`src/rtl/mii_pkg.sv`:
```
// Shared definitions for the MII hex-dump formatter: ASCII constants, state
// encodings and the nibble-to-ASCII helper.
package mii_pkg;

    localparam logic [7:0] CH_SP = 8'h20;
    localparam logic [7:0] CH_CR = 8'h0D;
    localparam logic [7:0] CH_LF = 8'h0A;

    localparam logic [1:0] ST_IDLE_ENC = 2'd0;
    localparam logic [1:0] ST_HI_ENC   = 2'd1;
    localparam logic [1:0] ST_LO_ENC   = 2'd2;
    localparam logic [1:0] ST_SEP_ENC  = 2'd3;

    localparam logic [1:0] EM_IDLE_ENC      = 2'd0;
    localparam logic [1:0] EM_PULSE_ENC     = 2'd1;
    localparam logic [1:0] EM_WAIT_ACT_ENC  = 2'd2;
    localparam logic [1:0] EM_WAIT_IDLE_ENC = 2'd3;

    typedef enum logic [1:0] {
        ST_IDLE = ST_IDLE_ENC,
        ST_HI   = ST_HI_ENC,
        ST_LO   = ST_LO_ENC,
        ST_SEP  = ST_SEP_ENC
    } fmt_state_t;

    typedef enum logic [1:0] {
        EM_IDLE      = EM_IDLE_ENC,
        EM_PULSE     = EM_PULSE_ENC,
        EM_WAIT_ACT  = EM_WAIT_ACT_ENC,
        EM_WAIT_IDLE = EM_WAIT_IDLE_ENC
    } emit_state_t;

    typedef enum logic [1:0] {
        SEP_SP = 2'd0,
        SEP_CR = 2'd1,
        SEP_LF = 2'd2
    } sep_kind_t;

    // Uppercase hex digit: 0-9 -> '0'..'9', 10-15 -> 'A'..'F'.
    function automatic logic [7:0] hex_ascii(input logic [3:0] nib);
        if (nib < 4'd10) return 8'h30 + {4'h0, nib};
        else             return 8'h37 + {4'h0, nib};
    endfunction

endpackage

```
`src/rtl/uart_char_emit.sv`:
```
// Hands one ASCII character to a UART transmitter: one-cycle tx_dv strobe,
// wait for tx_active to rise (bounded), then wait for it to fall.
module uart_char_emit
    import mii_pkg::*;
#(
    parameter int ACT_TIMEOUT = 4
) (
    input  logic       clk,
    input  logic       reset_n,
    input  logic       start,
    input  logic [7:0] tx_char,
    input  logic       tx_active,
    output logic       tx_dv,
    output logic [7:0] tx_byte,
    output logic       done,
    output logic [1:0] dbg_state
);

    localparam int CW = $clog2(ACT_TIMEOUT + 1);

    emit_state_t   state_q, state_d;
    logic          dv_q, dv_d;
    logic [7:0]    byte_q, byte_d;
    logic [CW-1:0] cnt_q, cnt_d;

    always_ff @(posedge clk or negedge reset_n) begin
        if (!reset_n) begin
            state_q <= EM_IDLE;
            dv_q    <= 1'b0;
            byte_q  <= 8'h00;
            cnt_q   <= '0;
        end else begin
            state_q <= state_d;
            dv_q    <= dv_d;
            byte_q  <= byte_d;
            cnt_q   <= cnt_d;
        end
    end

    always_comb begin
        state_d = state_q;
        dv_d    = 1'b0;
        byte_d  = byte_q;
        cnt_d   = cnt_q;
        done    = 1'b0;
        case (state_q)
            EM_IDLE: begin
                // A busy transmitter holds us here with no strobe.
                if (start && !tx_active) begin
                    state_d = EM_PULSE;
                    dv_d    = 1'b1;
                    byte_d  = tx_char;
                end
            end
            EM_PULSE: begin
                state_d = EM_WAIT_ACT;
                cnt_d   = '0;
            end
            EM_WAIT_ACT: begin
                // Timeout covers a strobe the transmitter never saw.
                if (tx_active || cnt_q == CW'(ACT_TIMEOUT - 1)) state_d = EM_WAIT_IDLE;
                else                                           cnt_d   = cnt_q + CW'(1);
            end
            EM_WAIT_IDLE: begin
                if (!tx_active) begin
                    done    = 1'b1;
                    state_d = EM_IDLE;
                end
            end
            default: state_d = EM_IDLE;
        endcase
    end

    assign tx_dv     = dv_q;
    assign tx_byte   = byte_q;
    assign dbg_state = state_q;

endmodule

```
`src/rtl/mii_hexdump.sv`:
```
// Renders FIFO bytes as "HH " hex text with CR LF at line/frame end and feeds
// the characters one by one to the UART transmitter.
module mii_hexdump
    import mii_pkg::*;
#(
    parameter int BYTES_PER_LINE = 16,
    parameter int ACT_TIMEOUT    = 4
) (
    input  logic       clk,
    input  logic       reset_n,
    input  logic       in_valid,
    input  logic [7:0] in_data,
    input  logic       in_last,
    output logic       in_ready,
    output logic       tx_dv,
    output logic [7:0] tx_byte,
    input  logic       tx_active,
    output logic [1:0] dbg_state,
    output logic [1:0] dbg_emit_state,
    output logic [7:0] dbg_line_cnt
);

    fmt_state_t state_q, state_d;
    sep_kind_t  sep_q, sep_d;
    logic [7:0] byte_r, byte_d;
    logic       last_r, last_d;
    logic [7:0] line_cnt, line_d;
    logic [7:0] line_inc;
    logic       start;
    logic [7:0] ch;
    logic       done;

    assign line_inc = line_cnt + 8'd1;
    assign in_ready = (state_q == ST_IDLE);

    always_ff @(posedge clk or negedge reset_n) begin
        if (!reset_n) begin
            state_q  <= ST_IDLE;
            sep_q    <= SEP_SP;
            byte_r   <= 8'h00;
            last_r   <= 1'b0;
            line_cnt <= 8'h00;
        end else begin
            state_q  <= state_d;
            sep_q    <= sep_d;
            byte_r   <= byte_d;
            last_r   <= last_d;
            line_cnt <= line_d;
        end
    end

    always_comb begin
        state_d = state_q;
        sep_d   = sep_q;
        byte_d  = byte_r;
        last_d  = last_r;
        line_d  = line_cnt;
        start   = 1'b0;
        ch      = CH_SP;
        case (state_q)
            ST_IDLE: begin
                if (in_valid) begin
                    byte_d  = in_data;
                    last_d  = in_last;
                    state_d = ST_HI;
                end
            end
            ST_HI: begin
                start = 1'b1;
                ch    = hex_ascii(byte_r[7:4]);
                if (done) state_d = ST_LO;
            end
            ST_LO: begin
                start = 1'b1;
                ch    = hex_ascii(byte_r[3:0]);
                if (done) begin
                    // Frame end and full line share one CR LF.
                    if (last_r || line_inc == 8'(BYTES_PER_LINE)) begin
                        sep_d  = SEP_CR;
                        line_d = 8'h00;
                    end else begin
                        sep_d  = SEP_SP;
                        line_d = line_inc;
                    end
                    state_d = ST_SEP;
                end
            end
            ST_SEP: begin
                start = 1'b1;
                case (sep_q)
                    SEP_CR:  ch = CH_CR;
                    SEP_LF:  ch = CH_LF;
                    default: ch = CH_SP;
                endcase
                if (done) begin
                    if (sep_q == SEP_CR) sep_d   = SEP_LF;
                    else                 state_d = ST_IDLE;
                end
            end
            default: state_d = ST_IDLE;
        endcase
    end

    uart_char_emit #(
        .ACT_TIMEOUT(ACT_TIMEOUT)
    ) u_emit (
        .clk       (clk),
        .reset_n   (reset_n),
        .start     (start),
        .tx_char   (ch),
        .tx_active (tx_active),
        .tx_dv     (tx_dv),
        .tx_byte   (tx_byte),
        .done      (done),
        .dbg_state (dbg_emit_state)
    );

    assign dbg_state    = state_q;
    assign dbg_line_cnt = line_cnt;

endmodule

```
`config.mk`:
```
export PLATFORM = sky130hd
export DESIGN_NAME = mii_hexdump
export DESIGN_NICKNAME = d
export VERILOG_FILES = /design/src/rtl/mii_pkg.sv /design/src/rtl/uart_char_emit.sv /design/src/rtl/mii_hexdump.sv
export SDC_FILE = /design/constraint.sdc
export NUM_CORES = 1
export LEC_CHECK = 0
export CORE_ASPECT_RATIO = 0.5
export CORE_MARGIN = 5
export CORE_UTILIZATION = 50
export CTS_BUF_LIST = sky130_fd_sc_hd__clkbuf_4 sky130_fd_sc_hd__clkbuf_8
export CTS_CLUSTER_SIZE = 16
export DETAILED_ROUTE_END_ITERATION = 10
export GPL_TIMING_DRIVEN = 0
export PLACE_DENSITY = 0.8
export REMOVE_ABC_BUFFERS = 1
export SLEW_MARGIN = 40
export SYNTH_ARGS = -nofsm -noshare
export SYNTH_HDL_FRONTEND = slang
export SYNTH_HIERARCHICAL = 1
export SYNTH_SLANG_ARGS = --single-unit
```
`constraint.sdc`:
```
create_clock -name clk -period 2.65 [get_ports clk]
set_input_delay 0.265 -clock clk [delete_from_list [all_inputs] [get_ports clk]]
set_output_delay 0.265 -clock clk [all_outputs]
set_load 0.05 [all_outputs]
```
### Word-level counts from Yosys, hierarchy flattened

Cells that the tools add are included.

| operators by class | value |
|---|---|
| multiplexer cells | 27 |
| add/subtract/negate cells | 6 |
| equal/unequal tests | 20 |
| magnitude comparators | 2 |
| reductions and logical operators | 16 |

Operators by type and width:

| kind | count |
|---|---|
| 6-bit by 4-bit adder with 7-bit output, first input constant | 4 |
| 2-bit two-way mux | 11 |
| 7-bit case mux with 3 select lines | 1 |
| 2-bit != test, second input constant | 8 |
| 2-bit case mux with 4 select lines | 2 |
| 7-bit two-way mux | 2 |
| 6-bit case mux with 2 select lines | 1 |
| 2-bit == test, second input constant | 5 |
| 8-bit by 1-bit adder with 8-bit output, second input constant | 1 |
| 8-bit by 5-bit == test with 1-bit output, second input constant | 1 |
| 4-bit less-than comparator, second input constant | 2 |
| 8-bit two-way mux | 1 |
| 2-bit AND reduction | 4 |
| 2-bit by 1-bit == test with 1-bit output, second input constant | 3 |
| 1-bit two-way mux | 6 |
| 3-bit case mux with 2 select lines | 1 |
| 5-bit AND reduction | 1 |
| 2-bit zero test | 2 |
| 2-bit by 1-bit != test with 1-bit output, second input constant | 2 |
| 2-bit case mux with 2 select lines | 1 |
| 4-bit AND reduction | 1 |
| 2-bit nonzero test | 2 |
| 3-bit by 1-bit adder with 3-bit output, second input constant | 1 |
| 3-bit by 2-bit == test with 1-bit output, second input constant | 1 |
| 6 further kinds | 7 |

| storage, ports and cells | value |
|---|---|
| bits of input ports | 13 |
| register bits after elaboration | 35 |
| output and inout port bits | 22 |
| word-level logic and storage cells | 80 |

### Longest topological paths before layout

| logic depth | value |
|---|---|
| word-level depth | 6 |
| mapped depth | 8 |
| mapped depth without buffers | 8 |

### Modules after synthesis

The synthesis kept the hierarchy.

Modules (own cells, without submodules):

| module | times used | cells each | area each (sq um) | sequential area each (sq um) |
|---|---|---|---|---|
| mii_hexdump | 1 | 162 | 1428.9 | 525.5 |
| uart_char_emit | 1 | 54 | 710.7 | 350.3 |

### Worst setup path before layout

Ideal clock, no wire load.

| path | value |
|---|---|
| path type | register to register |
| start | register dbg_state[0] (netlist name) |
| end | register u_emit.state_q[1], in the netlist u_emit/dbg_state[1] |
| setup slack | 0.153 ns |
| period minus slack after synthesis | 2.497 ns |
| arrival time | 2.372 ns |
| library setup time | 0.125 ns |
| stages on the path, launching flop included | 8 |
| path buffers | 1 |
| required time | 2.525 ns |
| cells stage by stage | dfrtp_1 -> inv_1 -> ha_1 -> clkbuf_1 -> inv_1 -> and2b_2 -> o31ai_2 -> mux2_4 |

RTL lines:

| item | RTL line | source |
|---|---|---|
| end signal: assignment | uart_char_emit.sv:33 | `state_q <= state_d;` |
| end: declaration | uart_char_emit.sv:21 | `emit_state_t state_q, state_d;` |

==> flow_summary.json <==
{
  "diodes": 0,
  "post-dp-hpwl_um": 3290,
  "yosysWarnings": 6,
  "p_leak_nw": 1.20,
  "initial_utilization": 0.534,
  "ant_nets": 0,
  "cp-end-kind": "primary output",
  "grt_overflow_total": 0,
  "grt_max_degree": 21,
  "rsz0062_at_grt": "no",
  "slew_headroom": 0.606,
  "wl_per_cell_um": 14.6,
  "remaining_drc_errors": 0,
  "maxCapViolations": 0,
  "drive_gt1_frac": 0.147,
  "vias": 1692,
  "grt_pass1_vias": 1751,
  "nets": 282,
  "cts_made_buffers": 5,
  "critPathMaxFanout": 11,
  "coreArea_um2": 4000,
  "grt_first_pass_wirelength_um": 7930,
  "synthFlopType": "dfrtp_1",
  "synth-async-reset-ratio": 1.00,
  "tns_ns": 0,
  "period_needed_ns": 2.40,
  "timing.final.ws_setup_ns": 0.249,
  "final_hold_viol_count": 0,
  "routabilityCongestion": 0.881,
  "crit_required_ns": 2.38,
  "vias_per_cell": 5.53,
  "tightestPinTransition_ns": 0.585,
  "fp.dieH_um": 56.3,
  "syn_inst": 216,
  "ys_types": 48,
  "yosys.area_share.simple": 0.129,
  "die_area_um2": 5770,
  "ys_seq_area_frac": 0.409,
  "syn_to_final_growth_pct": 23.5,
  "firstDrtPassIters": 4,
  "outcome": "completed",
  "root_buffer": "clkbuf_8",
  "postCtsResizedCells": 0,
  "synth-xor-area-share": 0.0205,
  "synth_mux_area_frac": 0.112,
  "synthAdderAreaFrac": 0.105,
  "clk_pin_slew_ns": 0.07,
  "clk_path_buf_depth": 2,
  "drt_iter0_markers": 61,
  "antenna_found_initial": 0,
  "rows": 16,
  "worst_skew_pair.late_latency_ns": 0.28,
  "fp.dieW_um": 103,
  "slew_violations": 0,
  "htreeDepth": 2,
  "cts_tree": "built",
  "hold_class": "input port to async pin",
  "cts.sinks": 35,
  "pwr_density_cell_nw_per_um2": 1200,
  "fmax_mhz": 416,
  "synth_area_um2": 2140,
  "synth_top_family_by_area": "compound AO/OA/AOI/OAI gates",
  "post-place-ws_ns": 0.462,
  "ys_ff_latch": 35,
  "syn_area_per_cell_um2": 9.91,
  "fill_cells": 323,
  "port_buffers": 34,
  "ir_drop_uv": 565,
  "critPathKind": "flop to primary output",
  "rrSetupSlack_ns": 0.49,
  "track_usage": 0.171,
  "ios": 35,
  "worstSetupStartpointType": "flop",
  "synth_compound_area_frac": 0.168,
  "totalWireLength_um": 4470,
  "synth-edff-count": 0,
  "arrival_ns": 2.14,
  "min_period_over_period": 0.906,
  "setup_viol": 0,
  "clock_skew_ns": 0.00463,
  "ff2ff_path_depth": 5
}
==> layer usage <==
metal  vias up  routed length (um)  GRT usage
met3         6                 140     0.0420
met5         -                   0          0
li1        837                   -          -
met4         0                  47     0.0430
met1       825                2000      0.211
met2        24                2280      0.299
==> cells in the mapped netlist (2+ instances only) <==
library cell / count / share of area
a21o_1: 2 / 0.0070
a21oi_1: 12 / 0.028
a222oi_1: 2 / 0.0094
a31oi_1: 2 / 0.0058
and2b_2: 2 / 0.0082
and3_1: 2 / 0.0058
buf_2: 3 / 0.0070
clkbuf_1: 4 / 0.0070
dfrtp_1: 35 / 0.41
ha_1: 18 / 0.11
inv_1: 20 / 0.035
mux2_2: 19 / 0.10
nand2_1: 15 / 0.026
nand2b_1: 3 / 0.0088
nand3_1: 5 / 0.012
nand4_1: 2 / 0.0058
nor2_1: 13 / 0.023
nor2b_1: 2 / 0.0058
nor3_1: 3 / 0.0070
o211ai_1: 2 / 0.0070
o21ai_0: 16 / 0.037
o22ai_1: 2 / 0.0058
o31ai_1: 4 / 0.014
xnor2_1: 4 / 0.016
==> power by group <==
group / total (mW) / leakage, nW / switching, mW / internal, mW
clock network: 0.439 / 0.0549 / 0.191 / 0.248
logic: 1.78 / 0.706 / 1.05 / 0.733
registers: 0.965 / 0.442 / 0.228 / 0.736
==> path summary, 6_finish.rpt <==
path | from | endpoint
max | dbg_state[1] | in_ready
min | reset_n | byte_r[2]
max reg2reg | dbg_state[0] | dbg_line_cnt[7]
min reg2reg | u_emit/tx_byte[2] | u_emit/tx_byte[2]
max in group asynchronous | reset_n | u_emit/dbg_state[0]
min in group clk | u_emit/tx_byte[2] | u_emit/tx_byte[2]
==> cell type report <==
class	count	area [um2]	area share
Timing Repair Buffer	36	373	0.141
Sequential cell	35	876	0.331
Inverter	20	75.1	0.0284
Multi-Input combinational cell	153	1150	0.434
Clock buffer	8	104	0.0393
Tap cell	54	67.6	0.0256
==> worst max-delay path: stages, from the launching register on <==
cell and delay [ns]:
dfrtp_1 0.42, inv_1 0.12, ha_1 0.42, clkdlybuf4s50_1 0.89
==> metrics by stage <==
| step | util | instance area, um2 | power (mW) | hold WS (ns) | cells |
|---|---|---|---|---|---|
| global placement | 0.626 | 2510 | 2.64 | 0.486 | 296 |
| CTS | 0.660 | 2640 | 3.20 | 0.448 | 306 |
| finish | 0.660 | 2640 | 3.18 | 0.437 | 306 |
| global route | 0.660 | 2640 | 3.42 | 0.490 | 306 |
| detailed placement | 0.632 | 2530 | 2.74 | 0.221 | 297 |
| floorplan | - | 2100 | 2.22 | -0.0306 | 208 |
==> repair_timing <==
| item | in CTS | in global routing |
|---|---|---|
| buffers inserted | 0 | 0 |
| endpoints found under the hold margin | 15 | 0 |
| hold buffers | 1 | 0 |
==> cells by family (layout without fill, tap and decap cells) <==
kind of cell | Yosys count | count (layout)
compound gates | 54 | 54
simple gates | 54 | 54
flops | 35 | 35
buf+inv | 28 | 64
mux | 21 | 21
fa+ha+maj | 18 | 18
xor+xnor | 5 | 5
other cells | 1 | 1
==> cells in the final DEF, fill, tap and decap left out, types with 3 or more instances in the layout <==
master / instances
inv_1: 20
nand2_1: 15
clkdlybuf4s50_1: 33
dfrtp_1: 35
nor2_1: 13
mux2_2: 19
clkbuf_8: 7
nand3_1: 5
o31ai_1: 4
nor3_1: 3
a21oi_1: 12
xnor2_1: 4
ha_1: 18
o21ai_0: 16
nand2b_1: 3
==> flip-flops by register name (all words and copies together), names as in the netlist <==
register and cells:
u_emit/tx_byte 8, u_emit/tx_dv 1, dbg_state 2, byte_r 8, sep_q 2, u_emit/cnt_q 3
dbg_line_cnt 8, u_emit/dbg_state 2, last_r 1
(Power assumes the default switching activity.)
